--- src/rtl/minibyte_memio_resp.sv ---
// ---------------------------------------------------------------------------
// minibyte_memio_resp
//
// Memory/IO responder for the minibyte CPU bus. The CPU's addr/data/we
// outputs are decoded here and read data is returned combinationally from
// the current address. Contents:
//   - byte RAM at 0x00..RAM_DEPTH-1 (not reset)
//   - GPIO output register (0xF0, R/W)
//   - GPIO input through a 2-flop synchroniser (0xF1, read-only)
//   - TX byte FIFO draining to a ready/valid stream (0xF2 push / count)
//   - status (0xF3) = {4'b0, overflow, expired, full, empty}; write clears
//     overflow
//   - optional down-counting timer (0xF4 reload, 0xF5 count), compiled in
//     only when the macro MINIBYTE_TIMER_EN is defined; without it 0xF4/0xF5
//     read 0x00 and the expired status bit is tied low
//
// Parameters:
//   RAM_DEPTH  : RAM bytes, power of 2, 2..128
//   FIFO_DEPTH : TX FIFO entries, power of 2, 2..8
//
// Ports:
//   clk_in    in   1  system clock, rising edge
//   rst_in    in   1  synchronous active-high reset
//   addr_in   in   8  CPU address
//   data_in   in   8  CPU write data
//   we_in     in   1  CPU write enable
//   data_out  out  8  read data, combinational from addr_in
//   gpio_in   in   8  asynchronous external inputs
//   gpio_out  out  8  GPIO output register
//   tx_data   out  8  FIFO head byte (registered)
//   tx_valid  out  1  FIFO non-empty
//   tx_ready  in   1  downstream accepts tx_data this cycle
// ---------------------------------------------------------------------------
module minibyte_memio_resp #(
  parameter int RAM_DEPTH  = 32,
  parameter int FIFO_DEPTH = 4
) (
  input  logic       clk_in,
  input  logic       rst_in,
  input  logic [7:0] addr_in,
  input  logic [7:0] data_in,
  input  logic       we_in,
  output logic [7:0] data_out,
  input  logic [7:0] gpio_in,
  output logic [7:0] gpio_out,
  output logic [7:0] tx_data,
  output logic       tx_valid,
  input  logic       tx_ready
);

  localparam int RAM_AW = $clog2(RAM_DEPTH);
  localparam int PTR_W  = $clog2(FIFO_DEPTH);
  localparam int CNT_W  = PTR_W + 1;

  localparam logic [8:0]       RAM_LIMIT     = 9'(RAM_DEPTH);
  localparam logic [CNT_W-1:0] FIFO_FULL_CNT = CNT_W'(FIFO_DEPTH);

  localparam logic [7:0] ADDR_GPIO_OUT = 8'hF0;
  localparam logic [7:0] ADDR_GPIO_IN  = 8'hF1;
  localparam logic [7:0] ADDR_FIFO     = 8'hF2;
  localparam logic [7:0] ADDR_STATUS   = 8'hF3;
`ifdef MINIBYTE_TIMER_EN
  localparam logic [7:0] ADDR_RELOAD   = 8'hF4;
  localparam logic [7:0] ADDR_COUNT    = 8'hF5;
`endif

  // -------------------------------------------------------------------------
  // Address decode. Writes in a reset cycle are dropped everywhere,
  // including the RAM, which otherwise has no reset.
  // -------------------------------------------------------------------------
  logic sel_ram;
  logic wr_en;
  logic wr_gpio;
  logic wr_fifo;
  logic wr_status;

  assign sel_ram   = ({1'b0, addr_in} < RAM_LIMIT);
  assign wr_en     = we_in && !rst_in;
  assign wr_gpio   = wr_en && (addr_in == ADDR_GPIO_OUT);
  assign wr_fifo   = wr_en && (addr_in == ADDR_FIFO);
  assign wr_status = wr_en && (addr_in == ADDR_STATUS);

  // -------------------------------------------------------------------------
  // Byte RAM
  // -------------------------------------------------------------------------
  logic [7:0] ram [RAM_DEPTH];

  always_ff @(posedge clk_in) begin
    if (wr_en && sel_ram) begin
      ram[addr_in[RAM_AW-1:0]] <= data_in;
    end
  end

  // -------------------------------------------------------------------------
  // GPIO output register and input synchroniser
  // -------------------------------------------------------------------------
  logic [7:0] gpio_out_q;
  logic [7:0] gpio_sync1;
  logic [7:0] gpio_sync2;

  always_ff @(posedge clk_in) begin
    if (rst_in) begin
      gpio_out_q <= 8'h00;
      gpio_sync1 <= 8'h00;
      gpio_sync2 <= 8'h00;
    end else begin
      if (wr_gpio) begin
        gpio_out_q <= data_in;
      end
      gpio_sync1 <= gpio_in;
      gpio_sync2 <= gpio_sync1;
    end
  end

  assign gpio_out = gpio_out_q;

  // -------------------------------------------------------------------------
  // TX FIFO
  // tx_data is a dedicated register holding the head entry rather than a
  // mux off the storage array: it stays put while stalled and keeps the
  // last popped byte once the FIFO runs empty.
  // -------------------------------------------------------------------------
  logic [7:0]       fifo_mem [FIFO_DEPTH];
  logic [PTR_W-1:0] wr_ptr;
  logic [PTR_W-1:0] rd_ptr;
  logic [PTR_W-1:0] rd_ptr_nxt;
  logic [CNT_W-1:0] fifo_cnt;
  logic [CNT_W-1:0] fifo_cnt_nxt;
  logic [7:0]       tx_data_q;
  logic [7:0]       head_nxt;
  logic             fifo_full;
  logic             fifo_empty;
  logic             pop;
  logic             push_ok;
  logic             push_reject;

  assign fifo_full   = (fifo_cnt == FIFO_FULL_CNT);
  assign fifo_empty  = (fifo_cnt == '0);
  assign pop         = !fifo_empty && tx_ready;
  // A pop in the same cycle frees the slot the push needs.
  assign push_ok     = wr_fifo && (!fifo_full || pop);
  assign push_reject = wr_fifo && !push_ok;

  assign rd_ptr_nxt   = pop ? (rd_ptr + PTR_W'(1)) : rd_ptr;
  assign fifo_cnt_nxt = fifo_cnt + CNT_W'(push_ok) - CNT_W'(pop);

  always_comb begin
    head_nxt = tx_data_q;
    if (fifo_cnt_nxt != '0) begin
      // When every stored entry is consumed this cycle, the incoming byte
      // becomes the head before it is visible in fifo_mem.
      if (push_ok && (fifo_cnt == CNT_W'(pop))) begin
        head_nxt = data_in;
      end else begin
        head_nxt = fifo_mem[rd_ptr_nxt];
      end
    end
  end

  always_ff @(posedge clk_in) begin
    if (push_ok) begin
      fifo_mem[wr_ptr] <= data_in;
    end
  end

  always_ff @(posedge clk_in) begin
    if (rst_in) begin
      wr_ptr    <= '0;
      rd_ptr    <= '0;
      fifo_cnt  <= '0;
      tx_data_q <= 8'h00;
    end else begin
      if (push_ok) begin
        wr_ptr <= wr_ptr + PTR_W'(1);
      end
      rd_ptr    <= rd_ptr_nxt;
      fifo_cnt  <= fifo_cnt_nxt;
      tx_data_q <= head_nxt;
    end
  end

  assign tx_data  = tx_data_q;
  assign tx_valid = !fifo_empty;

  // -------------------------------------------------------------------------
  // Sticky overflow flag; a rejected push beats a clearing write.
  // -------------------------------------------------------------------------
  logic overflow_q;

  always_ff @(posedge clk_in) begin
    if (rst_in) begin
      overflow_q <= 1'b0;
    end else if (push_reject) begin
      overflow_q <= 1'b1;
    end else if (wr_status) begin
      overflow_q <= 1'b0;
    end
  end

  // -------------------------------------------------------------------------
  // Optional timer
  // Count runs down while reload is non-zero; on reaching 1 it reloads on
  // the next edge and raises the sticky expired flag. A reload write takes
  // priority over the tick in the same cycle.
  // -------------------------------------------------------------------------
  logic expired;

`ifdef MINIBYTE_TIMER_EN
  logic [7:0] timer_reload;
  logic [7:0] timer_cnt;
  logic       timer_expired_q;
  logic       wr_reload;
  logic       wr_count;
  logic       timer_wrap;

  assign wr_reload  = wr_en && (addr_in == ADDR_RELOAD);
  assign wr_count   = wr_en && (addr_in == ADDR_COUNT);
  assign timer_wrap = !wr_reload && (timer_reload != 8'h00) &&
                      (timer_cnt == 8'h01);

  always_ff @(posedge clk_in) begin
    if (rst_in) begin
      timer_reload <= 8'h00;
      timer_cnt    <= 8'h00;
    end else if (wr_reload) begin
      timer_reload <= data_in;
      timer_cnt    <= data_in;
    end else if (timer_reload != 8'h00) begin
      if (timer_cnt == 8'h01) begin
        timer_cnt <= timer_reload;
      end else begin
        timer_cnt <= timer_cnt - 8'h01;
      end
    end
  end

  always_ff @(posedge clk_in) begin
    if (rst_in) begin
      timer_expired_q <= 1'b0;
    end else if (timer_wrap) begin
      timer_expired_q <= 1'b1;
    end else if (wr_count) begin
      timer_expired_q <= 1'b0;
    end
  end

  assign expired = timer_expired_q;
`else
  assign expired = 1'b0;
`endif

  // -------------------------------------------------------------------------
  // Read mux
  // -------------------------------------------------------------------------
  always_comb begin
    data_out = 8'h00;
    if (sel_ram) begin
      data_out = ram[addr_in[RAM_AW-1:0]];
    end else begin
      case (addr_in)
        ADDR_GPIO_OUT: data_out = gpio_out_q;
        ADDR_GPIO_IN:  data_out = gpio_sync2;
        ADDR_FIFO:     data_out = 8'(fifo_cnt);
        ADDR_STATUS:   data_out = {4'b0000, overflow_q, expired,
                                   fifo_full, fifo_empty};
`ifdef MINIBYTE_TIMER_EN
        ADDR_RELOAD:   data_out = timer_reload;
        ADDR_COUNT:    data_out = timer_cnt;
`endif
        default:       data_out = 8'h00;
      endcase
    end
  end

endmodule

--- config.mk ---
export PLATFORM = sky130hd
export DESIGN_NAME = minibyte_memio_resp
export DESIGN_NICKNAME = d
export VERILOG_FILES = /design/src/rtl/minibyte_memio_resp.sv
export SDC_FILE = /design/constraint.sdc
export NUM_CORES = 1
export LEC_CHECK = 0
export BUFFER_PORTS_ARGS = -buffer_cell sky130_fd_sc_hd__buf_2
export CAP_MARGIN = 20
export CORE_ASPECT_RATIO = 1.2
export CORE_MARGIN = 1
export CORE_UTILIZATION = 40
export DETAILED_ROUTE_END_ITERATION = 7
export HOLD_SLACK_MARGIN = 0.1
export PLACE_DENSITY_LB_ADDON = 0.1
export SLEW_MARGIN = 20
export SYNTH_ARGS = -nofsm -noshare
export SYNTH_HDL_FRONTEND = slang
export SYNTH_SLANG_ARGS = --single-unit
--- constraint.sdc ---
create_clock -name clk_in -period 5.3 [get_ports clk_in]
set_clock_uncertainty 0.2 [all_clocks]
set_input_delay 1.325 -clock clk_in [delete_from_list [all_inputs] [get_ports clk_in]]
set_output_delay 1.325 -clock clk_in [all_outputs]
set_load 0.05 [all_outputs]
-- Word level (Yosys, flattened, before mapping)
Memories as Yosys holds them, arrays and structs flattened.
Cells that the tools add are included.
- output and inout bits: 25
- bits in latches: 0
- memories: 2
- logic and storage cells: 48
- memory bits (read-only): 0
- input port bits: 28
- register bits: 40
- RAM bits: 288
- memory list (memory ; words ; bits a word ; read ports ; clocked after memory_dff ; write ports ; RTL line ; RTL):
    ram ; 32 ; 8 ; 1 ; 0 ; 1 ; 86 ; logic [7:0] ram [RAM_DEPTH];
    fifo_mem ; 4 ; 8 ; 1 ; 0 ; 1 ; 123 ; logic [7:0] fifo_mem [FIFO_DEPTH];
- order comparisons: 1
- bitwise logic cells: 0
- reductions and logical operators: 17
- eq/ne operators: 6
- add/subtract/negate cells: 4
- div/mod/pow operators: 0
- multiply operators: 0
- muxes and demuxes: 10
- shift operators: 0
- operator list (kind ; count):
    $eq A8 B8 Y1 const B ; 4
    $pmux W8 S4 ; 1
    $mux W8 ; 2
    $logic_and A1 B1 Y1 ; 9
    $lt A8 B6 Y1 const B ; 1
    $mux W1 ; 6
    $add A2 B1 Y2 const B ; 2
    $logic_not A1 Y1 ; 4
    $add A3 B1 Y3 ; 1
    $eq A3 B1 Y1 ; 1
    $eq A3 B3 Y1 const B ; 1
    $logic_not A3 Y1 ; 1
    $reduce_bool A3 Y1 ; 1
    $sub A3 B1 Y3 ; 1
    $mux W2 ; 1
    $reduce_bool A2 Y1 ; 1
    $logic_or A1 B1 Y1 ; 1

-- Longest topological paths before layout
Gate-level depths: netlist of the first run.
- word-level depth: 8
- depth in mapped cells: 16
- mapped depth without buffers: 13

-- Worst setup path before layout of the first run
No wires, ideal clock.
- kind: input to register
- start point: in addr_in[3]
- end point: reg tx_data_q[0], in the netlist tx_data[0]
- setup time: 88 ps
- slack: 387 ps
- buffers on the path: 3
- stages: 16
- data arrival time: 4625 ps
- data required time: 5012 ps
- path through: buf_2 -> or4b_4 -> nor2_1 -> and3_1 -> clkbuf_1 -> inv_1 -> ha_1 -> inv_1 -> ha_1 -> fa_1 -> xor3_1 -> nor3b_1 -> clkbuf_1 -> or2b_1 -> nor2_1 -> nor4_2
- cells in the longest elaborated chain, start to end: 6
- elaborated cells between the ends (all ways): 8
- those cells by class: add/sub (2); eq/ne (1); mux (1); reduce/logical (4)
- RTL lines (what ; RTL line ; RTL):
    start: declaration ; 40 ; input logic [7:0] addr_in,
    $eq A8 B8 Y1 (*) ; 80 ; assign wr_fifo = wr_en && (addr_in == ADDR_FIFO);
    $logic_and A1 B1 Y1 (*) ; 80 ;
    $logic_and A1 B1 Y1 (*) ; 141 ; assign push_ok = wr_fifo && (!fifo_full || pop);
    $add A3 B1 Y3 ; 145 ; assign fifo_cnt_nxt = fifo_cnt + CNT_W'(push_ok) - CNT_W'(pop);
    $sub A3 B1 Y3 ; 145 ;
    $reduce_bool A3 Y1 ; 149 ; if (fifo_cnt_nxt != '0) begin
    end signal: assignment ; 178 ; tx_data_q <= head_nxt;
    end: declaration ; 129 ; logic [7:0] tx_data_q;
Mark *: on every way between the ends. The rest lies on a longest branch, timed or not.
A chain may end at the register's enable or synchronous reset.

-- Worst setup path in the final report of the first run
- start point: in addr_in[2]
- end point: out data_out[7]
- cells in the longest elaborated chain, start to end: 3
- elaborated cells between the ends (all ways): 8
- those cells by class: order compare (1); eq/ne (4); mux (2); memory (1)
- RTL lines (what ; RTL line ; RTL):
    branches (longest 2 deep; another with $mem_v2 Z32 W8) ; - ;
    $mux W8 (*) ; 257 ; if (sel_ram) begin
    end: declaration ; 43 ; output logic [7:0] data_out,
Every way passes the cells marked *.

==> out/qor.csv, run 1 <==
stage,metric,value,unit
logic_synthesis,synth.distinct_cells,54,
timing,rsz0062_at_grt,no,
cells_and_area,fin_cells,1348,
placement,dp.cells,1286,
drt,viasPerCell,5.54,
placement,place_congestion,0.851,
clock_tree,clockRootBuffer,clkbuf_16,
global_routing,track_usage,0.205,
timing,fin_tns_setup,0,ns
worst_setup_path,cp.required,3.77,ns
clock_tree,cts_buffers,34,
worst_setup_path,arrival,3.67,ns
logic_synthesis,async_reset_ff_frac,0,
global_routing,grt_max_degree,42,
logic_synthesis,postSynthAreaPerCell,15.8,sq um
clock_tree,clk_pin_slew_worst_paths,0.06,ns
timing,max_freq,0.192,GHz
timing,max_slew_margin,0.371,
clock_tree,cts_setup_buffers,0,
power,leakage,5.38,nW
logic_synthesis,synthFlopType,edfxtp_1,
global_routing,antenna_found_initial,0,
global_routing,grt.overflow.total,0,
cells_and_area,multi_input_area,3470,sq um
clock_tree,clockBufferDepth,3,
logic_synthesis,syn_nets,865,
logic_synthesis,synth_top_area_frac,0.659,
floorplanning,rows,72,
drt,drc,0,
logic_synthesis,yosys_register_bits,328,
floorplanning,coreArea,32300,sq um
timing,setup_viol,0,
worst_setup_path,start_kind,input pin,
power,powerDensity,406,nW/um^2
timing,finalHoldViolCount,0,
placement,dpl.hpwl,22.5,mm
cells_and_area,drive_gt1_frac,0.180,
cells_and_area,ff_latch_area,9450,sq um
drt,wl_per_cell,25.1,um
timing,min_period,5.20,ns
logic_synthesis,seq_area_frac_synth,0.720,
cells_and_area,nFillCells,2849,
drt,drt-initial-drc-count,630,
worst_setup_path,path_class,in2out,
global_routing,grt_first_pass_wirelength,50.4,mm
logic_synthesis,yosys_warnings,0,
logic_synthesis,synth-edff-count,288,
floorplanning,die_h,200,um
placement,dpl_worst_slack,-0.0967,ns
drt,via_count,7462,
job,cap_violations,0,
timing,finalMaxSlewViolations,0,
floorplanning,die_x,167,um
outcome,status,"finished, final reports clean",
drt,drt_wl_total,33.8,mm
floorplanning,io_pins,53,
worst_setup_path,critPathCaptureType,output port,
logic_synthesis,syn_inst,830,
timing,tightest_slew,0.943,ns
floorplanning,start_util,0.407,
worst_setup_path,worstPathMaxFanout,25,
timing,setup_slack,0.103,ns
global_routing,grt_pass1_vias,7799,
clock_tree,cts_max_level,2,
logic_synthesis,synth_top_area_cell,edfxtp_1,
cells_and_area,antenna_cells,0,
clock_tree,clk_latency,0.52,ns
logic_synthesis,syn_area,13100,sq um
floorplanning,die-area,33500,sq um
cells_and_area,nets,950,
power,peakVddDrop,0.405,mV
timing,fin_crit_sh,0.981,
placement,port_buffers,52,
clock_tree,cts_sinks,328,
clock_tree,cts_tree,built,
worst_hold_path,hp-class,reg2reg,
cells_and_area,syn_to_final_growth,15.7,%
drt,dr.pass1.iters,5,
logic_synthesis,synth.area.top_cells,"edfxtp_1 (66%), mux2i_1 (11%), dfxtp_1 (6.1%)",
drt,antenna_left,0,
timing,hold_slack,0.236,ns
[layout by cell type (no fill, tap or decap), types with 14 or more instances in the layout]
cell type  count
nor2b_1       26
mux2i_1      138
edfxtp_1     288
buf_4         41
clkbuf_16     37
nor2_1        44
nand2_1       36
dfxtp_1       40
o22ai_1       64
buf_2         51
nor4_1        14
[per-stage QoR]
step,util,instance area [sq um],power (mW)
2_1_floorplan,-,13100,3.62
3_3_place_gp,0.437,14100,3.86
3_5_place_dp,0.437,14100,3.90
4_1_cts,0.470,15200,6.21
5_1_grt,0.471,15200,6.39
6_report,0.471,15200,6.16
[layer usage]
| metal | up-vias | GRT usage | wire [um] |
|---|---|---|---|
| met5 | - | 0 | 0 |
| met4 | 0 | 0.0642 | 809 |
| met3 | 47 | 0.0371 | 1720 |
| met2 | 228 | 0.347 | 16800 |
| met1 | 3785 | 0.268 | 14400 |
| li1 | 3402 | - | - |
[Yosys cell counts (5+ instances only)]
cell / number
or4b_2: 5
mux2i_1: 138
dfxtp_1: 40
a32o_1: 7
nor4_2: 7
mux2_2: 6
clkbuf_1: 24
nor2_1: 44
edfxtp_1: 288
nor4_1: 17
nor2b_1: 26
nand2b_1: 9
o21ai_0: 9
buf_2: 10
inv_1: 9
ha_1: 6
nand4bb_1: 6
nor3_1: 8
nand2_1: 36
o22ai_1: 64
a22o_1: 7
buf_1: 13
[registers in the layout (all words and copies together) (netlist names)]
| name | cells |
|---|---|
| wr_ptr | 2 |
| gpio_sync2 | 8 |
| fifo_cnt | 3 |
| fifo_mem | 32 |
| gpio_out | 8 |
| rd_ptr | 2 |
| overflow_q | 1 |
| ram | 256 |
| gpio_sync1 | 8 |
| tx_data | 8 |
[kinds of logic after synthesis]
| kind of cell | Yosys count | share of synthesized area |
|---|---|---|
| flops | 328 | 0.720 |
| buf+inv | 56 | 0.0170 |
| compound gates | 98 | 0.0518 |
| mux | 146 | 0.114 |
| fa+ha+maj | 7 | 0.00724 |
| simple gates | 190 | 0.0852 |
| xor+xnor | 5 | 0.00505 |
[final timing paths]
| kind | startpoint | end | slack (ns) | cells past startpoint |
|---|---|---|---|---|
| max | addr_in[2] | data_out[7] | 0.10 | 7 |
| min | gpio_sync1[7] | gpio_sync2[7] | 0.24 | 1 |
| max reg2reg | fifo_cnt[0] | tx_data[2] | 1.60 | 14 |
| min reg2reg | gpio_sync1[7] | gpio_sync2[7] | 0.24 | 1 |
[final cells by class]
| type | instances | area share |
|---|---|---|
| clock buffers | 45 | 0.0630 |
| clock inverters | 17 | 0.00832 |
| inverters | 9 | 0.00223 |
| multi-input cells | 446 | 0.229 |
| flip-flops and latches | 328 | 0.622 |
| well taps | 407 | 0.0335 |
| repair buffers | 96 | 0.0418 |
[worst max-delay path, stage by stage]
cell	delay, ns
buf_2	0.32
nand4bb_1	0.51
o22ai_1	0.28
nor4_2	0.54
nand2_1	0.20
a22o_1	0.27
buf_2	0.21
[what timing repair did]
item,CTS,global route
hold buffers,0,0
gates resized for setup,1,2
setup endpoints to repair,1,2
pin swaps,0,0
[where the power goes]
part / switching (mW) / leakage (nW) / internal [mW]
sequential: 0.0495 / 2.92 / 2.86
combinational: 0.567 / 1.93 / 0.363
clock: 0.958 / 0.530 / 1.37
total: 1.57 / 5.38 / 4.59
No activity file was read; power rests on OpenSTA's default activity.
==> run 2, diff against run 1 <==
--- a/config.mk
+++ b/config.mk
@@ -5,8 +5,11 @@
 export SDC_FILE = /design/constraint.sdc
 export NUM_CORES = 1
 export LEC_CHECK = 0
+export ABC_AREA = 1
 export BUFFER_PORTS_ARGS = -buffer_cell sky130_fd_sc_hd__buf_2
 export CAP_MARGIN = 20
+export CELL_PAD_IN_SITES_DETAIL_PLACEMENT = 0
+export CELL_PAD_IN_SITES_GLOBAL_PLACEMENT = 1
 export CORE_ASPECT_RATIO = 1.2
 export CORE_MARGIN = 1
 export CORE_UTILIZATION = 40
==> run 2 against run 1 <==
Effect of this change:
- combinational power fell by 1%
- cell area shrank 0.90%
- synthesized cell count up 39%
- wire length decreased by 0.33%
- utilization shrank 0.29 points
- non-clock buffer count decreased by 13
- die area down 0.68%
- global-route usage is 0.36 points higher
- critical path depth is 4 higher
- fmax up 7.4%
- highest routed layer is now met5
==> out/qor.csv, run 2 <==
stage,metric,value,unit,change
floorplanning,io_pins,53,,unchanged
job,cap_violations,0,,unchanged
timing,max_freq,0.207,GHz,+7.4%
worst_setup_path,worst-r2r-cell-count,15,,+1
worst_setup_path,arrival,3.31,ns,-0.36 ns
power,leakage,5.60,nW,+4.2%
worst_setup_path,cpLargestDelayFamily,simple AND/OR/NAND/NOR gates,,
outcome,status,"finished, final reports clean",,
logic_synthesis,async_reset_ff_frac,0,,unchanged
timing,fin_crit_sh,0.913,,-0.0678
drt,dr_wl_met3,1.46,mm,-15%
logic_synthesis,syn_nets,1185,,+37%
power,powerDensity,409,nW/um^2,+0.74%
drt,wl_per_cell,20.2,um,-19%
clock_tree,cts_tree,built,,
drt,drt_wl_total,33.7,mm,-0.33%
timing,rsz0062_at_grt,no,,
worst_setup_path,r2r_end,tx_data[7],,
clock_tree,clk_pin_slew_worst_paths,0.06,ns,about the same
floorplanning,die-area,33300,sq um,-0.68%
logic_synthesis,synth.area.top_cells,"edfxtp_1 (66%), nand2_1 (12%), dfxtp_1 (6.1%)",,
worst_setup_path,reg2reg_slack,2.09,ns,+0.49 ns
drt,antenna_left,0,,unchanged
drt,viasPerCell,5.01,,-9.4%
clock_tree,clockBufferDepth,3,,unchanged
drt,via_count,8354,,+12%
worst_setup_path,critPathCaptureType,output port,,
timing,finalMaxSlewViolations,0,,unchanged
logic_synthesis,synth_top_area_cell,edfxtp_1,,
clock_tree,cts_sinks,328,,unchanged
logic_synthesis,synth.distinct_cells,28,,-48%
worst_setup_path,critPathBufInv,3,,+1
clock_tree,cts_resized,0,,-1
floorplanning,coreArea,32200,sq um,-0.28%
cells_and_area,drive_gt1_frac,0.128,,-0.0517
cells_and_area,multi_input_area,3130,sq um,-9.7%
worst_setup_path,worst_path_max_delay_cell,nor2_1,,
timing,tightest_slew,0.889,ns,-0.0542 ns
worst_setup_path,path_cells,"buf_2, nor2_1, inv_1, nor2_1, nand2_1, nand2_1, nor2_1, nand2_1, nand2_1, nand2_1, buf_2",,
global_routing,antenna_found_initial,1,,+1
drt,highest_layer,met5,,
cells_and_area,largest_register_ffs,256,,unchanged
logic_synthesis,yosys_warnings,0,,unchanged
logic_synthesis,synthFlopType,edfxtp_1,,
placement,dpl_worst_slack,0.497,ns,+0.593 ns
worst_setup_path,start_kind,input pin,,
clock_tree,cts_max_level,2,,unchanged
logic_synthesis,seq_area_frac_synth,0.725,,+0.00498
timing,min_period,4.84,ns,-0.360 ns
drt,wl_met1,14.4,mm,-0.29%
global_routing,grt_first_pass_wirelength,50.8,mm,+0.91%
logic_synthesis,synth_top_area_frac,0.663,,+0.00455
power,peakVddDrop,0.329,mV,-19%
timing,fin_tns_setup,0,ns,unchanged
cells_and_area,final_cell_mix,"nand2_1 (430), edfxtp_1 (288), nor2_1 (85)",,
cells_and_area,ff_latch_area,9450,sq um,unchanged
worst_hold_path,hp-class,reg2reg,,
logic_synthesis,yosysMostFrequentCell,nand2_1,,
worst_setup_path,worstSetupEndpoint,data_out[0],,
worst_setup_path,worstSetupStartpoint,addr_in[3],,
floorplanning,die_x,167,um,-0.34%
worst_setup_path,worstPathMaxFanout,9,,-64%
cells_and_area,fin_util,0.468,,-0.00292
worst_setup_path,regToRegStartpoint,fifo_cnt[0],,
cells_and_area,nFillCells,2938,,+3.1%
drt,wl_met2,17.0,mm,+1.1%
global_routing,grt_max_degree,68,,+62%
logic_synthesis,syn_area,13000,sq um,-0.69%
drt,drc,0,,unchanged
clock_tree,cts_buffers,35,,+2.9%
placement,dpl.hpwl,20.4,mm,-9.4%
cells_and_area,nets,1268,,+33%
placement,place_congestion,0.794,,-6.6%
worst_setup_path,cp_common_cell,nand2_1,,
global_routing,grt.overflow.total,0,,unchanged
timing,finalHoldViolCount,0,,unchanged
timing,setup_viol,0,,unchanged
timing,setup_slack,0.463,ns,+0.360 ns
logic_synthesis,yosys_register_bits,328,,unchanged
worst_setup_path,cp.depth,11,,+4
logic_synthesis,syn_inst,1150,,+39%
logic_synthesis,synthTopCellsByCount,"nand2_1 (430), edfxtp_1 (288), nor2_1 (87)",,
global_routing,grt_pass1_vias,8212,,+5.3%
floorplanning,start_util,0.405,,-0.00166
drt,drt-initial-drc-count,490,,-22%
timing,max_slew_margin,0.407,,+0.0361
floorplanning,rows,72,,unchanged
logic_synthesis,postSynthAreaPerCell,11.3,sq um,-28%
clock_tree,cts_hold_buf,0,,unchanged
placement,port_buffers,52,,unchanged
cells_and_area,antenna_cells,0,,unchanged
drt,dr.pass1.iters,4,,-1
worst_setup_path,cp.required,3.77,ns,about the same
cells_and_area,syn_to_final_growth,15.4,%,
global_routing,track_usage,0.209,,+0.00358
clock_tree,clk_latency,0.51,ns,about the same
floorplanning,die_h,200,um,-0.34%
clock_tree,clockRootBuffer,clkbuf_16,,
logic_synthesis,synth-edff-count,288,,unchanged
worst_setup_path,max_stage_delay,0.49,ns,-0.05 ns
cells_and_area,mostFrequentLayoutCell,nand2_1,,
clock_tree,cts_setup_buffers,0,,unchanged
worst_setup_path,path_class,in2out,,
run 2: changes by cell type after synthesis, sizes merged, moves of 11 or more:
| cell | delta |
|---|---|
| a21oi | +12 |
| inv | +70 |
| mux2i | -138 |
| nand2 | +399 |
| nand3 | +55 |
| nand4 | +64 |
| nor2 | +45 |
| nor2b | -26 |
| nor4 | -25 |
| o21ai | +11 |
| o22ai | -63 |
run 2: cells by family (layout without fill, tap and decap cells):
family | after synthesis | in the layout | synth area share
buffers and inverters | 116 | 225 | 0.0358
and+or+nand+nor | 657 | 657 | 0.214
DFF | 328 | 328 | 0.725
adders and majority gates | 7 | 7 | 0.00729
AOI/OAI and AO/OA | 40 | 40 | 0.0171
xor gates and xnor gates | 2 | 2 | 0.00134
run 2: metrics by stage:
stage	power [mW]	hold WS (ns)	area, sq um	instances
6_report	6.15	0.199	15000	1666
5_1_grt	6.41	0.214	15000	1666
4_1_cts	6.22	0.200	15000	1666
3_5_place_dp	3.87	0.192	13900	1603
3_3_place_gp	3.87	0.190	13900	1603
2_1_floorplan	3.58	0.188	13000	1150
run 2: worst min-delay path, delay by kind of cell (launching register included):
kind                   cells  cell delay, ns
flip-flops                 1            0.29
AND/OR/NAND/NOR            1            0.03
buffers and inverters      1            0.04
run 2: report_power, final:
part	leakage [nW]	switching (mW)	internal, mW
Clock	0.551	0.952	1.39
Sequential	2.92	0.0292	2.86
Combinational	2.14	0.683	0.238
Total	5.60	1.66	4.49
run 2: worst min path at each step:
stage,startpoint,end,slack (ns),cells past startpoint
after floorplan,gpio_sync1[0],gpio_sync2[0],0.19,2
after global placement,gpio_sync1[2],gpio_sync2[2],0.19,2
after detailed placement,gpio_sync1[7],gpio_sync2[7],0.19,2
after CTS,gpio_sync1[7],gpio_sync2[7],0.20,2
after global routing,gpio_sync1[0],gpio_sync2[0],0.21,2
final,gpio_sync1[7],gpio_sync2[7],0.20,2
run 2: routing by layer:
layer / vias up / GRT usage
met3: 52 / 0.0331
met2: 186 / 0.373
li1: 4085 / -
met5: - / 0
met1: 4029 / 0.262
met4: 2 / 0.0652
run 2: cell type report:
| class | instances | area share |
|---|---|---|
| multi-input combinational | 706 | 0.208 |
| inverter | 79 | 0.0197 |
| timing repair buffer | 83 | 0.0361 |
| clock inverter | 15 | 0.00615 |
| clock buffer | 48 | 0.0678 |
| sequential | 328 | 0.628 |
| tap | 407 | 0.0338 |
==> run 3, diff against run 2 <==
--- a/config.mk
+++ b/config.mk
@@ -5,7 +5,6 @@
 export SDC_FILE = /design/constraint.sdc
 export NUM_CORES = 1
 export LEC_CHECK = 0
-export ABC_AREA = 1
 export BUFFER_PORTS_ARGS = -buffer_cell sky130_fd_sc_hd__buf_2
 export CAP_MARGIN = 20
 export CELL_PAD_IN_SITES_DETAIL_PLACEMENT = 0
==> run 3 against run 2 <==
Effect of this change:
- global-route usage down 0.065 points
- critical path depth down 3
- power up 0.28%
- setup slack worse by 0.39 ns
- non-clock buffer count up 27
- sequential share of layout area down 0.89 points
- worst hold slack better by 0.039 ns
- largest power group unchanged
- highest routed layer is now met4
==> out/qor.csv, run 3 (synthesized netlist as in run 1, its figures left out) <==
stage,metric,value,unit,change
outcome,status,"finished, final reports clean",,
drt,via_count,7632,,-8.6%
worst_setup_path,start_kind,input pin,,
floorplanning,coreArea,32300,sq um,+0.28%
worst_setup_path,worstPathMaxFanout,40,,+31
worst_setup_path,r2r_end,tx_data[0],,
clock_tree,clockBufferDepth,3,,unchanged
cells_and_area,syn_to_final_growth,16.3,%,
drt,drt-initial-drc-count,590,,+20%
worst_setup_path,regToRegStartpoint,fifo_cnt[2],,
placement,port_buffers,52,,unchanged
placement,dpl_worst_slack,-0.0662,ns,-0.563 ns
clock_tree,cts_sinks,328,,unchanged
clock_tree,clockRootBuffer,clkbuf_16,,
placement,place_congestion,0.815,,+2.6%
cells_and_area,final_cell_mix,"edfxtp_1 (288), mux2i_1 (138), o22ai_1 (63)",,
floorplanning,die_h,200,um,+0.34%
worst_setup_path,reg2reg_slack,1.54,ns,-0.55 ns
power,leakage,5.43,nW,-3.0%
global_routing,grt.overflow.total,0,,unchanged
floorplanning,rows,72,,unchanged
timing,finalHoldViolCount,0,,unchanged
clock_tree,cts_hold_buf,0,,unchanged
drt,dr.pass1.iters,5,,+1
worst_hold_path,worstHoldStart,gpio_sync1[2],,
global_routing,met2_usage,0.353,,-0.0199
clock_tree,clk_pin_slew_worst_paths,0.06,ns,about the same
clock_tree,clk_latency,0.51,ns,about the same
timing,rsz0062_at_grt,no,,
worst_hold_path,hp-class,reg2reg,,
cells_and_area,largest_register_ffs,256,,unchanged
drt,drc,0,,unchanged
timing,min_period,5.22,ns,+0.385 ns
timing,setup_viol,0,,unchanged
global_routing,grt_max_degree,42,,-38%
power,powerDensity,404,nW/um^2,-1.1%
floorplanning,die-area,33500,sq um,+0.68%
cells_and_area,drive_gt1_frac,0.190,,+0.0622
worst_setup_path,critPathCaptureType,output port,,
cells_and_area,antenna_cells,0,,unchanged
worst_setup_path,arrival,3.70,ns,+0.39 ns
clock_tree,cts_max_level,2,,unchanged
worst_setup_path,path_class,in2out,,
global_routing,track_usage,0.208,,-0.000655
drt,drt_wl_total,34.6,mm,+2.6%
placement,dpl.hpwl,22.6,mm,+11%
timing,fin_crit_sh,0.985,,+0.0727
global_routing,met3_usage,0.0296,,-0.00355
floorplanning,die_x,167,um,+0.34%
worst_hold_path,hold_depth,1,,-1
global_routing,grt_pass1_vias,7700,,-6.2%
floorplanning,io_pins,53,,unchanged
global_routing,use_met1,0.273,,+0.0115
power,peakVddDrop,0.369,mV,+12%
timing,setup_slack,0.0773,ns,-0.385 ns
worst_setup_path,worst-r2r-cell-count,13,,-2
timing,max_freq,0.191,GHz,-7.4%
floorplanning,start_util,0.407,,+0.00166
global_routing,antenna_found_initial,0,,-1
worst_hold_path,holdPathEnd,gpio_sync2[2],,
timing,fin_tns_setup,0,ns,unchanged
cells_and_area,nets,965,,-24%
clock_tree,cts_tree,built,,
drt,wl_per_cell,25.4,um,+26%
timing,finalMaxSlewViolations,0,,unchanged
cells_and_area,mostFrequentLayoutCell,edfxtp_1,,
global_routing,grt_first_pass_wirelength,50.9,mm,+0.18%
timing,tightest_slew,1.01,ns,+0.125 ns
worst_setup_path,cp.required,3.77,ns,about the same
timing,max_slew_margin,0.324,,-0.0832
drt,viasPerCell,5.62,,+12%
global_routing,top_usage_layer,met2,,
job,cap_violations,0,,unchanged
drt,antenna_left,0,,unchanged
clock_tree,cts_buffers,35,,unchanged
-- run 3: cell types whose count changed in the layout (fill, tap and decap cells not counted), moves of 26 or more --
| cell | change |
|---|---|
| nand2_1 | -394 |
| mux2i_1 | +138 |
| nand4_1 | -64 |
| o22ai_1 | +62 |
| inv_1 | -61 |
| nand3_1 | -54 |
| nor2_1 | -41 |
| buf_4 | +29 |
| nor2b_1 | +26 |
-- run 3: power breakdown --
part	internal (mW)	leakage, nW	switching [mW]
registers	2.86	2.92	0.0486
clock network	1.38	0.524	0.950
logic	0.367	1.99	0.565
-- run 3: worst max-delay path: stages --
cell     delay, ns
buf_6         0.40
buf_4         0.25
mux2i_1       0.22
o22ai_1       0.23
nor4_1        0.52
nand2_1       0.22
a22o_1        0.27
buf_2         0.21
-- run 3: metrics by stage --
step	cell area (sq um)	total power, mW	util	hold WS (ns)	cells
final	15300	6.17	0.473	0.238	1359
after global routing	15300	6.39	0.473	0.258	1359
after CTS	15300	6.22	0.473	0.242	1359
after detailed placement	14200	3.90	0.439	0.229	1300
after global placement	14200	3.88	0.439	0.220	1300
after floorplan	13100	3.62	-	0.214	830
-- run 3: timing repair --
item	4_1_cts	5_1_grt
setup endpoints to repair	1	1
buffers inserted	0	0
resized for setup	1	1
-- run 3: per-layer routing --
layer  share of wire  wire [um]
met1            0.41      14300
met2            0.50      17400
met3           0.054       1870
met4           0.030       1020
met5               0          0
-- run 3: final cells by class --
| class | count | area (sq um) |
|---|---|---|
| multi-input cells | 446 | 3470 |
| flip-flops and latches | 328 | 9450 |
| clock inverters | 10 | 93.8 |
| well taps | 407 | 509 |
| inverters | 9 | 33.8 |
| repair buffers | 110 | 727 |
| fillers | 2823 | 17000 |
| clock buffers | 49 | 981 |
-- run 3: worst max-delay path by stage --
stage / cells after the start / from / slack, ns / to
3_3_place_gp: 8 / addr_in[1] / -0.08 / data_out[6]
2_1_floorplan: 16 / addr_in[3] / 0.39 / tx_data[0]
3_5_place_dp: 8 / addr_in[1] / -0.07 / data_out[6]
4_1_cts: 8 / addr_in[3] / 0.06 / data_out[0]
6_report: 8 / addr_in[1] / 0.08 / data_out[7]
5_1_grt: 8 / addr_in[1] / 0.02 / data_out[7]
